<file path="src/rtl/mac8_pkg.sv">
// Shared constants and state encoding for the MAC8 operand sequencer.
package mac8_pkg;

    localparam int OP_W   = 6;
    localparam int RES_W  = 2 * OP_W;
    localparam int NUM_PP = OP_W;

    typedef enum logic [2:0] {
        IDLE = 3'd0,
        P1   = 3'd1,
        P2   = 3'd2,
        P3   = 3'd3,
        DONE = 3'd4
    } mac8_state_e;

endpackage

</file>
<file path="src/rtl/mac8_pp_gen.sv">
// Combinational partial-product generator: pp[i] = y[i] ? (x << i) : 0.
module mac8_pp_gen
    import mac8_pkg::*;
(
    input  logic [OP_W-1:0]              x,
    input  logic [OP_W-1:0]              y,
    output logic [NUM_PP-1:0][RES_W-1:0] pp
);

    generate
        for (genvar gi = 0; gi < NUM_PP; gi++) begin : g_pp
            assign pp[gi] = y[gi] ? (RES_W'(x) << gi) : '0;
        end
    endgenerate

endmodule

</file>
<file path="src/rtl/mac8_operand_sequencer.sv">
// Sequences a 6x6 multiply(-accumulate) through an external three-operand
// adder over three passes and returns the result over a valid/ready handshake.
module mac8_operand_sequencer
    import mac8_pkg::*;
(
    input  logic             clk,
    input  logic             rst,
    input  logic             in_valid,
    output logic             in_ready,
    input  logic [OP_W-1:0]  in_x,
    input  logic [OP_W-1:0]  in_y,
    input  logic             in_acc_en,
    input  logic             acc_clear,
    output logic             out_valid,
    input  logic             out_ready,
    output logic [RES_W-1:0] out_result,
    output logic             out_ovf,
    output logic [RES_W-1:0] add_a,
    output logic [RES_W-1:0] add_b,
    output logic [RES_W-1:0] add_c,
    input  logic [RES_W-1:0] add_sum,
    input  logic             add_carry
);

    mac8_state_e state_q, state_d;

    logic [OP_W-1:0]  x_q, x_d;
    logic [OP_W-1:0]  y_q, y_d;
    logic             acc_en_q, acc_en_d;
    logic [RES_W-1:0] acc_q, acc_d;
    logic [RES_W-1:0] partial_q, partial_d;
    logic [RES_W-1:0] add_b_q, add_b_d;
    logic [RES_W-1:0] add_c_q, add_c_d;
    logic [RES_W-1:0] out_result_q, out_result_d;
    logic             out_ovf_q, out_ovf_d;
    logic             out_valid_q, out_valid_d;

    logic [OP_W-1:0]              pp_x;
    logic [OP_W-1:0]              pp_y;
    logic [NUM_PP-1:0][RES_W-1:0] pp;
    logic                         hs;

    // Operands are registered one cycle ahead of the pass that uses them, so
    // in IDLE the generator must see the incoming request, not the latches.
    assign pp_x = (state_q == IDLE) ? in_x : x_q;
    assign pp_y = (state_q == IDLE) ? in_y : y_q;

    mac8_pp_gen u_pp_gen (
        .x  (pp_x),
        .y  (pp_y),
        .pp (pp)
    );

    assign in_ready   = (state_q == IDLE);
    assign hs         = in_valid && in_ready;
    assign out_valid  = out_valid_q;
    assign out_result = out_result_q;
    assign out_ovf    = out_ovf_q;
    // Operand A doubles as the running partial sum, so it is that flop itself.
    assign add_a      = partial_q;
    assign add_b      = add_b_q;
    assign add_c      = add_c_q;

    always_comb begin
        state_d      = state_q;
        x_d          = x_q;
        y_d          = y_q;
        acc_en_d     = acc_en_q;
        acc_d        = acc_q;
        partial_d    = '0;
        add_b_d      = '0;
        add_c_d      = '0;
        out_result_d = out_result_q;
        out_ovf_d    = out_ovf_q;
        out_valid_d  = out_valid_q;

        unique case (state_q)
            IDLE: begin
                if (acc_clear) begin
                    acc_d = '0;
                end
                if (hs) begin
                    x_d       = in_x;
                    y_d       = in_y;
                    acc_en_d  = in_acc_en;
                    partial_d = pp[0];
                    add_b_d   = pp[1];
                    add_c_d   = pp[2];
                    state_d   = P1;
                end
            end
            P1: begin
                partial_d = add_sum;
                add_b_d   = pp[3];
                add_c_d   = pp[4];
                state_d   = P2;
            end
            P2: begin
                partial_d = add_sum;
                add_b_d   = pp[5];
                add_c_d   = acc_en_q ? acc_q : '0;
                state_d   = P3;
            end
            P3: begin
                out_result_d = add_sum;
                out_ovf_d    = add_carry;
                acc_d        = add_sum;
                out_valid_d  = 1'b1;
                state_d      = DONE;
            end
            DONE: begin
                if (out_ready) begin
                    out_valid_d = 1'b0;
                    state_d     = IDLE;
                end
            end
            default: begin
                state_d = IDLE;
            end
        endcase
    end

    always_ff @(posedge clk) begin
        if (rst) begin
            state_q      <= IDLE;
            x_q          <= '0;
            y_q          <= '0;
            acc_en_q     <= 1'b0;
            acc_q        <= '0;
            partial_q    <= '0;
            add_b_q      <= '0;
            add_c_q      <= '0;
            out_result_q <= '0;
            out_ovf_q    <= 1'b0;
            out_valid_q  <= 1'b0;
        end else begin
            state_q      <= state_d;
            x_q          <= x_d;
            y_q          <= y_d;
            acc_en_q     <= acc_en_d;
            acc_q        <= acc_d;
            partial_q    <= partial_d;
            add_b_q      <= add_b_d;
            add_c_q      <= add_c_d;
            out_result_q <= out_result_d;
            out_ovf_q    <= out_ovf_d;
            out_valid_q  <= out_valid_d;
        end
    end

endmodule

</file>
<file path="config.mk">
export PLATFORM = sky130hd
export DESIGN_NAME = mac8_operand_sequencer
export DESIGN_NICKNAME = d
export VERILOG_FILES = /design/src/rtl/mac8_pkg.sv /design/src/rtl/mac8_pp_gen.sv /design/src/rtl/mac8_operand_sequencer.sv
export SDC_FILE = /design/constraint.sdc
export NUM_CORES = 1
export LEC_CHECK = 0
export ABC_AREA = 1
export ABC_CLOCK_PERIOD_IN_PS = 2900
export CELL_PAD_IN_SITES_DETAIL_PLACEMENT = 2
export CELL_PAD_IN_SITES_GLOBAL_PLACEMENT = 2
export CORE_MARGIN = 2
export CORE_UTILIZATION = 28
export CTS_CLUSTER_DIAMETER = 150
export DETAILED_ROUTE_END_ITERATION = 12
export PLACE_DENSITY = 0.95
export SKIP_LAST_GASP = 1
export SLEW_MARGIN = 20
export SYNTH_ARGS = -nofsm -noshare
export SYNTH_HDL_FRONTEND = slang
export SYNTH_SLANG_ARGS = --single-unit
</file>
<file path="constraint.sdc">
create_clock -name clk -period 2.9 [get_ports clk]
set_input_delay 0.58 -clock clk [delete_from_list [all_inputs] [get_ports clk]]
set_output_delay 0.58 -clock clk [all_outputs]
set_load 0.005 [all_outputs]
</file>
After elaboration in Yosys (flattened, before gate mapping)
Index checks and enable logic that the tools add are counted.

word-level totals
  register bits = 78
  bits of input ports = 31
  output and inout port bits = 51

operators by class
  equal/unequal tests = 7
  mux-type cells = 22
  reductions and logical operators = 9

operator list
  cell                                                              count
  12-bit case mux with 3 select lines                               2
  12-bit two-way mux                                                5
  12-bit case mux with 2 select lines                               2
  6-bit two-way mux                                                 3
  3-bit case mux with 5 select lines                                1
  11-bit two-way mux                                                1
  10-bit two-way mux                                                1
  9-bit two-way mux                                                 1
  8-bit two-way mux                                                 1
  2-bit AND reduction                                               4
  7-bit two-way mux                                                 1
  3-bit by 2-bit == test with 1-bit output (second input constant)  2
  3-bit two-way mux                                                 2
  2-bit by 1-bit != test with 1-bit output (second input constant)  2
  2-bit nonzero test                                                2
  3-bit by 1-bit == test with 1-bit output (second input constant)  1
  3-bit == test (second input constant)                             1
  3-bit logical NOT                                                 1
  2-bit != test (second input constant)                             1
  1-bit case mux with 2 select lines                                1
  2-bit OR reduction                                                1
  1-bit logical AND                                                 1
  1-bit two-way mux                                                 1

Longest topological paths before layout
Gate-level depths: netlist of the first run.

  depth after elaboration = 5
  mapped depth = 9
  mapped depth without buffers = 8

Hierarchy
A second synthesis of the first run with hierarchy kept.

unflattened totals
  cells, all modules = 616
  area, all modules = 4,097.7 sq um

by module, submodules not included
  module                  times used  cells each  area each (sq um)  seq. area each (sq um)
  mac8_operand_sequencer  1           507         3,553.4            1,561.5
  mac8_pp_gen             1           109         544.3              0.0

Worst setup path after synthesis of the first run
Ideal clock, no wire load.

  path kind = input to register
  start = input port rst
  end = register partial_q[10] (netlist: add_a[10])
  setup time = 0.128 ns
  arrival time = 1.324 ns
  data required time = 2.772 ns
  setup slack = 1.449 ns
  stages = 4
  buffers on the path = 3
  cells stage by stage = clkbuf_1 > buf_2 > clkbuf_1 > nor2_1

RTL lines
  item                  line                           source
  start, declared       mac8_operand_sequencer.sv:7    input logic rst,
  end signal, assigned  mac8_operand_sequencer.sv:142  partial_q <= partial_d;
  end, declared         mac8_operand_sequencer.sv:31   logic [RES_W-1:0] partial_q, partial_d;

No word-level cell between the ends.

Worst setup path in the final report of the first run
  start = register state_q[0]
  end = output port in_ready

between the ends
  longest elaborated chain between the ends = 1

ends and longest elaborated chain
  item                    line                           source
  start, declared         mac8_operand_sequencer.sv:25   mac8_state_e state_q, state_d;
  start signal, assigned  mac8_operand_sequencer.sv:137  state_q <= state_d;
  3-bit logical NOT       mac8_operand_sequencer.sv:54   assign in_ready = (state_q == IDLE);
  end, declared           mac8_operand_sequencer.sv:9    output logic in_ready,

No other way between the ends.

==> flow_summary.json, run 1 <==
{
  "worst_clock_skew_ns": 0.00438,
  "sequentialPowerShare_pct": 47.9,
  "start_kind": "flip-flop",
  "antenna_found_initial": 0,
  "wl_per_cell_um": 19.4,
  "cts.sinks": 75,
  "outcome": "finished clean",
  "period_minus_slack_ns": 2.60,
  "cellLeakagePower_nw": 1.49,
  "yosysWarnings": 0,
  "path_clk_slew_ns": 0.08,
  "drt-vias-per-instance": 4.84,
  "grt_max_degree": 51,
  "min_from": "acc_q[0]",
  "first_pass_iters": 4,
  "synth_cell_types": 25,
  "initial_core_util_pct": 28.9,
  "clkLatencyLatePin_ns": 0.36,
  "cts_resized": 0,
  "core_area_sq_mm": 0.00977,
  "p_sw_share_pct": 27.1,
  "tns_ns": 0,
  "tightest_slew_ns": 0.538,
  "cts-buffers-inserted": 9,
  "grt_usage_pct": 21.0,
  "worstPathArrival_ns": 2.02,
  "max_freq_ghz": 0.384,
  "setup_violations": 0,
  "seq_area_frac_synth_pct": 53.1,
  "route.detailed.drc": 0,
  "overflow": 0,
  "finalNetCount": 468,
  "min_path_type": "flip-flop to flip-flop",
  "final_cell_mix": "nand2_1 (105), clkdlybuf4s50_1 (78), dfxtp_1 (75)",
  "pin_count": 82,
  "synth_cells": 364,
  "diodes": 0,
  "grt_pass1_wl_mm": 17.6,
  "drt-initial-drc-count": 117,
  "dieArea_sq_mm": 0.0109,
  "internal_power_mw": 1.67,
  "fp.dieH_um": 105,
  "async_flop_share_pct": 0,
  "wl_mm": 11.1,
  "cts-root-buf": "clkbuf_8",
  "grt_pass1_vias": 3040,
  "switchingPower_mw": 0.623,
  "cts_hold_buf": 0,
  "final_common_cell": "nand2_1",
  "drv_cap": 0,
  "syn_area_sq_mm": 0.00283,
  "utilization_pct": 39.7,
  "holdWs_ns": 0.452,
  "synth_edf_count": 0,
  "io_buffers": 79,
  "cts_setup_buffers": 0,
  "hold_viol": 0,
  "r2r-start": "state_q[0]",
  "crit_type": "flip-flop to output port",
  "totalPowerFinal_mw": 2.30,
  "synthToLayoutAreaGrowth_pct": 37.3,
  "clk_path_buf_depth": 2,
  "fin_crit_sh_pct": 89.7,
  "dp_hpwl_mm": 7.61,
  "ant_nets": 0,
  "clkPwrFrac_pct": 38.1,
  "gp_congestion": 0.801,
  "fillers": 1140,
  "vias": 2776,
  "ys.flop_type": "dfxtp_1",
  "postSynthAreaPerCell_sq_um": 7.77,
  "rows": 36,
  "ir_drop_mv": 0.290,
  "drive_gt1_share_pct": 7.48,
  "critPathCaptureType": "output port",
  "power_frac_comb_pct": 14.0,
  "die_w_um": 105,
  "cts_tree": "done",
  "crit_path_start": "state_q[0]",
  "worst_ep_required_time_ns": 2.32,
  "htree_levels": 3,
  "p_per_area_mw_per_mm2": 591,
  "maxSlewViolCount": 0,
  "grt_setup_unrepaired": "false",
  "max_slew_margin_pct": 64.1,
  "ys_ff_latch": 75,
  "crit_path_max_fanout": 13
}
[cells in the mapped netlist (6+ instances only)]
cell type	number	share of area, %
nand2_2	6	1.3
buf_4	6	1.6
nor2_1	29	3.8
a21oi_1	52	9.2
clkbuf_1	6	0.80
nand3_1	31	5.5
dfxtp_1	75	53
inv_1	21	2.8
nand2_1	105	14
[metal layers]
layer | share of wire (%) | routed length, um | global-route usage, %
met1 | 40 | 4410 | 24.0
met2 | 54 | 6030 | 39.4
met3 | 4.3 | 477 | 4.07
met4 | 1.7 | 191 | 6.27
met5 | 0 | 0 | 0
[critical path, stage by stage (launching register included)]
cell and delay (ns):
dfxtp_1 0.40, nor2_4 0.34, nand2_2 0.26, inv_2 0.14, clkdlybuf4s50_1 0.51
[power groups by stage]
stage | registers [mW] | logic, mW | clock network [mW]
after global routing | 1.10 | 0.354 | 0.925
final | 1.10 | 0.322 | 0.875
after detailed placement | 1.12 | 0.315 | 0
after CTS | 1.10 | 0.324 | 0.895
after global placement | 1.12 | 0.297 | 0
after floorplan | 1.12 | 0.172 | 0
[registers in the layout, indices dropped and copies added, names as in the netlist]
register / cells
x_q: 6
acc_q: 12
add_a: 12
add_b: 10
state_q: 3
out_valid: 1
add_c: 12
out_result: 12
acc_en_q: 1
y_q: 5
out_ovf: 1
[final timing paths]
kind | end | slack [ns] | cells after the start
worst max-delay path | in_ready | 0.30 | 4
worst min register to register | add_c[0] | 0.45 | 2
worst min-delay path | add_c[0] | 0.45 | 2
worst max register to register | add_c[4] | 0.96 | 7
[cell type report]
| type | instances | area [sq um] | area share, % |
|---|---|---|---|
| tap | 133 | 166 | 4.28 |
| inverter | 26 | 97.6 | 2.51 |
| timing repair buffer | 80 | 793 | 20.4 |
| multi-input combinational | 245 | 1120 | 28.8 |
| sequential | 75 | 1500 | 38.6 |
| clock inverter | 5 | 78.8 | 2.03 |
| clock buffer | 10 | 128 | 3.29 |
[per-stage QoR]
| step | setup slack (ns) | instance area (sq um) | std cells |
|---|---|---|---|
| floorplan | 1.45 | 2830 | 365 |
| global placement | 0.793 | 3680 | 559 |
| detailed placement | 0.730 | 3680 | 559 |
| CTS | 0.285 | 3880 | 574 |
| global route | 0.193 | 3880 | 574 |
| finish | 0.298 | 3880 | 574 |
[logic make-up (layout without fill, tap and decap cells)]
group,after synthesis,in the layout,synth area share [%]
AND/OR/NAND/NOR,182,182,28.0
other,1,2,0.133
flip-flops,75,75,53.1
AO/OA/AOI/OAI,61,61,11.4
buffers and inverters,45,121,7.47
Power figures use the tool's default switching activity.
==> run 2, diff against run 1 <==
--- a/config.mk
+++ b/config.mk
@@ -10,7 +10,7 @@
 export CELL_PAD_IN_SITES_DETAIL_PLACEMENT = 2
 export CELL_PAD_IN_SITES_GLOBAL_PLACEMENT = 2
 export CORE_MARGIN = 2
-export CORE_UTILIZATION = 28
+export CORE_UTILIZATION = 30
 export CTS_CLUSTER_DIAMETER = 150
 export DETAILED_ROUTE_END_ITERATION = 12
 export PLACE_DENSITY = 0.95
@@ -18,4 +18,5 @@
 export SLEW_MARGIN = 20
 export SYNTH_ARGS = -nofsm -noshare
 export SYNTH_HDL_FRONTEND = slang
+export SYNTH_HIERARCHICAL = 1
 export SYNTH_SLANG_ARGS = --single-unit
==> run 2 against run 1 <==
  * Clock skew is 0.0037 ns higher
  * Sequential power is 8% higher
  * Critical path depth stayed put
  * Core utilization is 1.3 points lower
  * Largest cell class is now multi-input gates
==> flow_summary.json, run 2 <==
{
  "critical_path.top_delay_family": "buffers and inverters",
  "cts_resized": 0,
  "fin_crit_sh_pct": 91.5,
  "drv_cap": 0,
  "sequentialPowerShare_pct": 36.9,
  "antenna_found_initial": 0,
  "syn_area_sq_mm": 0.00410,
  "seq_area_frac_synth_pct": 38.1,
  "clkLatencyLatePin_ns": 0.36,
  "p_per_area_mw_per_mm2": 630,
  "tns_ns": 0,
  "cts-buffers-inserted": 9,
  "regToRegSetupSlack_ns": 0.71,
  "ys.flop_type": "dfxtp_1",
  "synth_cell_types": 20,
  "cts_tree": "done",
  "max_slew_margin_pct": 51.5,
  "fp.dieH_um": 121,
  "wl_per_cell_um": 17.7,
  "ant_nets": 0,
  "critPathCaptureType": "output port",
  "grt_pass1_wl_mm": 24.4,
  "die_w_um": 121,
  "rows": 42,
  "p_sw_share_pct": 32.6,
  "vias": 4110,
  "ys_ff_latch": 78,
  "utilization_pct": 38.5,
  "overflow": 0,
  "grt_max_degree": 41,
  "setup_violations": 0,
  "core_area_sq_mm": 0.0133,
  "cellLeakagePower_nw": 2.38,
  "internal_power_mw": 2.17,
  "crit_path_max_fanout": 26,
  "pin_count": 82,
  "grt_setup_unrepaired": "false",
  "dp_hpwl_mm": 10.0,
  "clkPwrFrac_pct": 40.2,
  "cts-root-buf": "clkbuf_16",
  "period_minus_slack_ns": 2.65,
  "drt-initial-drc-count": 145,
  "ir_drop_mv": 0.456,
  "maxSlewViolCount": 0,
  "drt-vias-per-instance": 4.81,
  "tightest_slew_ns": 0.728,
  "finalNetCount": 705,
  "cp.depth": 4,
  "final_common_cell": "nand2_1",
  "worst_clock_skew_ns": 0.00813,
  "reg2reg_depth": 11,
  "cts.sinks": 78,
  "crit_slowest_cell": "clkdlybuf4s50_1",
  "route.detailed.drc": 0,
  "start_kind": "flip-flop",
  "htree_levels": 3,
  "gp_congestion": 0.798,
  "path_clk_slew_ns": 0.07,
  "worstPathArrival_ns": 2.07,
  "synth_common_cells": "nand2_1 (161), dfxtp_1 (78), nor2_1 (76), inv_1 (73), a21oi_1 (52)",
  "power_frac_comb_pct": 23.0,
  "cts_setup_buffers": 0,
  "drive_gt1_share_pct": 4.86,
  "synth_edf_count": 0,
  "synthToLayoutAreaGrowth_pct": 24.8,
  "path_cells": "nor2_8 > nand2_2 > inv_2 > clkdlybuf4s50_1",
  "synth_top_area_share_pct": 38.1,
  "diodes": 0,
  "fillers": 1625,
  "switchingPower_mw": 1.05,
  "clk_path_buf_depth": 2,
  "io_buffers": 81,
  "initial_core_util_pct": 30.8,
  "yosysMostFrequentCell": "nand2_1",
  "max_freq_ghz": 0.377,
  "first_pass_iters": 4,
  "grt_usage_pct": 21.6,
  "synth_cells": 616,
  "outcome": "finished clean",
  "final_cell_mix": "nand2_1 (161), clkdlybuf4s50_1 (80), dfxtp_1 (78)",
  "yosysWarnings": 6,
  "crit_type": "flip-flop to output port",
  "wl_mm": 15.1,
  "synthTopCellsByArea": "dfxtp_1 (38%), nand2_1 (15%), buf_4 (7.7%), nor2_1 (7.0%), inv_1 (6.7%)",
  "postSynthAreaPerCell_sq_um": 6.65,
  "min_path_type": "flip-flop to flip-flop",
  "cts_hold_buf": 0,
  "holdWs_ns": 0.482,
  "dieArea_sq_mm": 0.0146,
  "cp_num_buf_inv": 2,
  "hold_depth": 2,
  "critical-path-max-stage-delay_ns": 0.59,
  "async_flop_share_pct": 0,
  "worst_ep_required_time_ns": 2.32,
  "grt_pass1_vias": 4508,
  "hold_viol": 0,
  "synth_top_area_cell": "dfxtp_1"
}
-- run 2: cell types whose count changed after synthesis, sizes merged, moves of 3 or more --
cell,before,now
nor2,34,77
nand4,1,36
nand3,33,54
dfxtp,75,78
inv,25,77
buf,13,63
nand2,111,162
clkbuf,6,13
-- run 2: kinds of logic (layout without fill, tap and decap cells) --
| group | after synthesis | in the layout | synth area share, % |
|---|---|---|---|
| other cells | 1 | 36 | 0.0915 |
| compound gates | 54 | 54 | 6.60 |
| simple gates | 330 | 330 | 35.4 |
| flops | 78 | 78 | 38.1 |
| buf+inv | 153 | 181 | 19.8 |
-- run 2: area by class of cell --
class                   count  area, sq um  area share (%)
repair buffers             88          858            16.8
well taps                 176          220            4.31
clock inverters             7          105            2.06
multi-input cells         420         1850            36.3
clock buffers               9          225            4.40
flip-flops and latches     78         1560            30.5
inverters                  77          289            5.65
-- run 2: worst reg2reg max path, cell delays in order, from the launching register on --
cell	delay (ns)
dfxtp_1	0.40
nor2_8	0.13
nand2_2	0.20
inv_2	0.40
nand2_1	0.14
nand2_1	0.27
nand2_1	0.13
inv_1	0.08
inv_1	0.04
nor2_1	0.12
nor2_1	0.08
nor2_1	0.13
-- run 2: stage by stage --
stage	total power [mW]	area [sq um]	instances	setup slack, ns
floorplan	1.69	4230	651	1.33
global placement	1.89	4780	839	0.756
detailed placement	1.93	4780	839	0.642
CTS	3.24	5110	855	0.225
global route	3.37	5110	855	0.117
finish	3.22	5110	855	0.245
-- run 2: layer usage --
layer  global-route usage [%]  up-vias  part of all wire, %
met4                     7.49        0                  1.8
met3                     4.46       17                  4.1
met2                     38.9       81                   50
met1                     25.4     2042                   44
li1                         -     1970                    -
met5                        0        -                    0
-- run 2: final timing paths --
kind | from | to
worst max register to register | state_q[2] | add_c[2]
worst min-delay path | x_q[2] | x_q[2]
worst min register to register | x_q[2] | x_q[2]
worst max-delay path | state_q[2] | in_ready
-- run 2: power groups by stage --
stage	Combinational [mW]	Clock (mW)	Sequential, mW
2_1_floorplan	0.491	0	1.20
3_3_place_gp	0.680	0	1.21
3_5_place_dp	0.721	0	1.21
4_1_cts	0.735	1.32	1.19
5_1_grt	0.817	1.36	1.19
6_report	0.739	1.29	1.19
